File: config.mk
export PLATFORM = sky130hd
export DESIGN_NAME = incr_step_reg
export DESIGN_NICKNAME = d
export VERILOG_FILES = /design/src/rtl/incr_step_reg.sv
export SDC_FILE = /design/constraint.sdc
export NUM_CORES = 1
export LEC_CHECK = 0
export BUFFER_PORTS_ARGS = -buffer_cell sky130_fd_sc_hd__buf_2
export CORE_MARGIN = 2
export CORE_UTILIZATION = 52
export DETAILED_ROUTE_END_ITERATION = 8
export PLACE_DENSITY = 0.78
export SETUP_SLACK_MARGIN = 0.4
export SKIP_CTS_REPAIR_TIMING = 1
export SLEW_MARGIN = 10
export SYNTH_ARGS = -nofsm -noshare
export SYNTH_HDL_FRONTEND = slang
export SYNTH_SLANG_ARGS = --single-unit
File: constraint.sdc
create_clock -name clk -period 3.2 [get_ports clk]
set_clock_uncertainty 0.2 [all_clocks]
set_input_delay 0.16 -clock clk [delete_from_list [all_inputs] [get_ports clk]]
set_output_delay 0.16 -clock clk [all_outputs]
set_load 0.02 [all_outputs]
File: src/rtl/incr_step_reg.sv
// Operand register around an external ripple incrementer: loads a value, then
// runs a programmed number of increment steps with wrap/saturate and sticky overflow.
module incr_step_reg #(
    parameter int unsigned       WIDTH     = 4,
    parameter logic [WIDTH-1:0]  RESET_VAL = '0
) (
    input  logic             clk,
    input  logic             rst_n,
    input  logic             load,
    input  logic [WIDTH-1:0] load_val,
    input  logic             start,
    input  logic [WIDTH-1:0] step_count,
    input  logic             hold,
    input  logic             sat_mode,
    input  logic [WIDTH-1:0] inc_sum,
    input  logic             inc_cout,
    output logic [WIDTH-1:0] q,
    output logic             busy,
    output logic             done,
    output logic             ovf
);

    typedef enum logic [1:0] {
        IDLE = 2'd0,
        RUN  = 2'd1,
        DONE = 2'd2
    } state_t;

    state_t           state, state_next;
    logic [WIDTH-1:0] remaining, remaining_next;
    logic [WIDTH-1:0] q_next;
    logic             ovf_next;
    logic             sat_r, sat_next;

    // State and datapath registers; busy/done are registered from the next state
    always_ff @(posedge clk or negedge rst_n) begin
        if (!rst_n) begin
            state     <= IDLE;
            q         <= RESET_VAL;
            remaining <= '0;
            ovf       <= 1'b0;
            sat_r     <= 1'b0;
            busy      <= 1'b0;
            done      <= 1'b0;
        end else begin
            state     <= state_next;
            q         <= q_next;
            remaining <= remaining_next;
            ovf       <= ovf_next;
            sat_r     <= sat_next;
            busy      <= (state_next == RUN);
            done      <= (state_next == DONE);
        end
    end

    always_comb begin
        state_next     = state;
        q_next         = q;
        remaining_next = remaining;
        ovf_next       = ovf;
        sat_next       = sat_r;
        case (state)
            IDLE: begin
                if (load) begin
                    q_next   = load_val;
                    ovf_next = 1'b0;
                end else if (start) begin
                    ovf_next       = 1'b0;
                    sat_next       = sat_mode;
                    remaining_next = step_count;
                    state_next     = (step_count != '0) ? RUN : DONE;
                end
            end
            RUN: begin
                if (!hold) begin
                    // A carry out means q was all-ones: saturate holds it, wrap takes the sum
                    if (inc_cout) begin
                        ovf_next = 1'b1;
                        if (!sat_r) begin
                            q_next = inc_sum;
                        end
                    end else begin
                        q_next = inc_sum;
                    end
                    remaining_next = remaining - WIDTH'(1);
                    if (remaining == WIDTH'(1)) begin
                        state_next = DONE;
                    end
                end
            end
            DONE: begin
                state_next = IDLE;
            end
            default: begin
                state_next = IDLE;
            end
        endcase
    end

endmodule
==> out/results.ini <==
[yosys]
synth.top_cell.area_share_pct=44.6
ys_warn_count=0
netlist_area_um2=786
synth_area_per_cell_um2=11.6
netlist_instances=68
synth_top_cell_by_area=dfrtp_1
syn_nets=89
synth_common_cells=dfrtp_1, nand2b_1, inv_1, nor2_1, o221a_2
synth_most_common_cell=dfrtp_1
synthFlopType=dfrtp_1
synth-seq-area-share_pct=44.6
ys_ff_latch=14
netlist_top_cells_area=dfrtp_1, mux2_4, o221a_2, nand2b_1, ha_1
yosys.cell_types.count=30
async_flop_share_pct=100
synth_edf_count=0

[cts]
root_buffer=clkbuf_4
cts.sinks=14
cts_max_level=1
numCtsBuffers=3
path_clk_slew_ns=0.07
cts_tree=done
clk-insertion-delay-late_ns=0.28
max-clock-path-buffers=2

[outcome]
violations=negative hold slack
outcome=complete, but fails checks

[drt]
viasPerCell=5.57
ant_nets=0
wl_per_cell_um=14.5
num_vias=640
routed_wl_um=1660
drtPass1Iterations=4
drtIter0Drc=19
drc=0

[pwr]
power_density_nw_per_um2=853
pwr-share-comb_pct=48.9
p_seq_share_pct=39.5
internal_power_mw=0.514
p_leak_nw=0.470
pwr-share-clk_pct=11.6
p_switching_mw=0.332
p_sw_share_pct=39.2
ir_worst_vdd_mv=0.496

[sta]
rsz0062_at_grt=no
max_freq_ghz=0.540
tns_ns=0
fin_crit_ns=1.85
max_slew_margin_pct=69.8
worst_pin_slew_ns=0.453
finalCritPeriodShare_pct=57.9
hold_violations=2
setup_viol=0
fin_hold_ws_ns=-0.0172
slew_violations=0

[global_routing]
track_usage_pct=19.2
grt_max_degree=15
grt.overflow.total=0
grt_pass1_vias=600
grt_pass1_wl_um=2540
antenna_found_initial=0

[die]
core_um2=1450
fp-row-count=14
die_w_um=42.9
die_h_um=42.9
die-area_um2=1840
ioPinCount=26
initial_core_util_pct=54.0

[placement]
portBuffers=25
dp_hpwl_um=1220
gp_congestion=0.773

[critical_path]
path_max_fanout=12
crit_type=reg -> reg
endpoint_kind=flop
critPathArrivalTime_ns=1.82
start_kind=flop
cp.required_ns=3.17

[cells_and_area]
multi_input_area_um2=399
final_util_pct=68.2
antenna_cells=0
nNetsFinal=122
drive_gt1_share_pct=42.4
syn_to_final_growth_pct=26.3
fill_cells=124
seq_area_um2=350

[worst_hold_path]
min_path_type=in -> reg

[run]
cap_viol_max_count=0

[per-stage QoR]
stage	area [µm²]	hold slack (ns)	cells	setup WS (ns)	total power [mW]
2_1_floorplan	786	-0.336	68	1.63	0.651
3_3_place_gp	910	-0.135	106	1.39	0.728
4_1_cts	932	-0.437	109	1.34	0.846
5_1_grt	992	0.0198	115	1.27	0.906
6_report	992	-0.0172	115	1.35	0.846
3_5_place_dp	910	-0.129	106	1.35	0.746
[power groups by stage]
stage | clock (mW) | combinational [mW] | sequential (mW)
2_1_floorplan | 0 | 0.297 | 0.354
3_3_place_gp | 0 | 0.396 | 0.332
3_5_place_dp | 0 | 0.409 | 0.336
4_1_cts | 0.101 | 0.411 | 0.334
5_1_grt | 0.108 | 0.454 | 0.344
6_report | 0.0984 | 0.414 | 0.334
[metal layers]
layer / routed length (µm) / global-route usage [%]
met1: 721 / 20.9
met3: 94 / 5.53
met2: 809 / 32.7
met4: 37 / 11.3
met5: 0 / 0
[layout make-up]
| type | instances | area share, % |
|---|---|---|
| multi-input combinational | 47 | 40.2 |
| sequential | 14 | 35.3 |
| timing repair buffer | 31 | 18.7 |
| clock buffer | 3 | 2.27 |
| tap | 16 | 2.02 |
| inverter | 4 | 1.51 |
[critical path: stages (launching register included)]
cell and delay [ns]:
dfrtp_1 0.62, nand2b_1 0.33, mux2_4 0.33, mux2_4 0.26
[cell usage in the layout (no fill, tap or decap), drive strengths merged]
cell,count
buf,25
dfrtp,14
dlygate4sd3,6
nand2b,5
nor2,5
inv,4
o221a,4
mux2,4
nor3b,4
o22ai,3
clkbuf,3
nor2b,2
a22oi,2
o2bb2ai,2
a21oi,2
o21ai,2
ha,2
nor4b,2
nand2,2
nor4,1
or3b,1
mux2i,1
nor3,1
a21o,1
nor4bb,1
[kinds of logic (layout without fill, tap and decap cells)]
kind of cell	Yosys count	count (layout)	share of synthesized area (%)
buffers and inverters	7	38	4.62
muxes	5	5	8.44
and+or+nand+nor	24	24	23.4
DFF	14	14	44.6
adders and majority gates	2	2	3.18
AOI/OAI and AO/OA	16	16	15.8
[sequential cells by signal, summed over array words and instances, names as in the netlist]
name and count:
done 1, remaining 4, q 4, sat_r 1, state 2, ovf 1, busy 1
[final timing paths]
check                                                 to               start  slack [ns]  cells past startpoint
worst max-delay path            remaining[0]$_DFFE_PN0P_  state[1]$_DFF_PN0_        1.35                      3
worst min-delay path                     ovf$_DFFE_PN0P_            inc_cout       -0.02                      3
worst max register to register  remaining[0]$_DFFE_PN0P_  state[1]$_DFF_PN0_        1.35                      3
worst min register to register         sat_r$_DFFE_PN0P_   sat_r$_DFFE_PN0P_        0.32                      1
max in group asynchronous               q[2]$_DFFE_PN0P_               rst_n        2.47                      2
min in group asynchronous               q[3]$_DFFE_PN0P_               rst_n        0.09                      2
No activity file was read; power rests on OpenSTA's default activity.
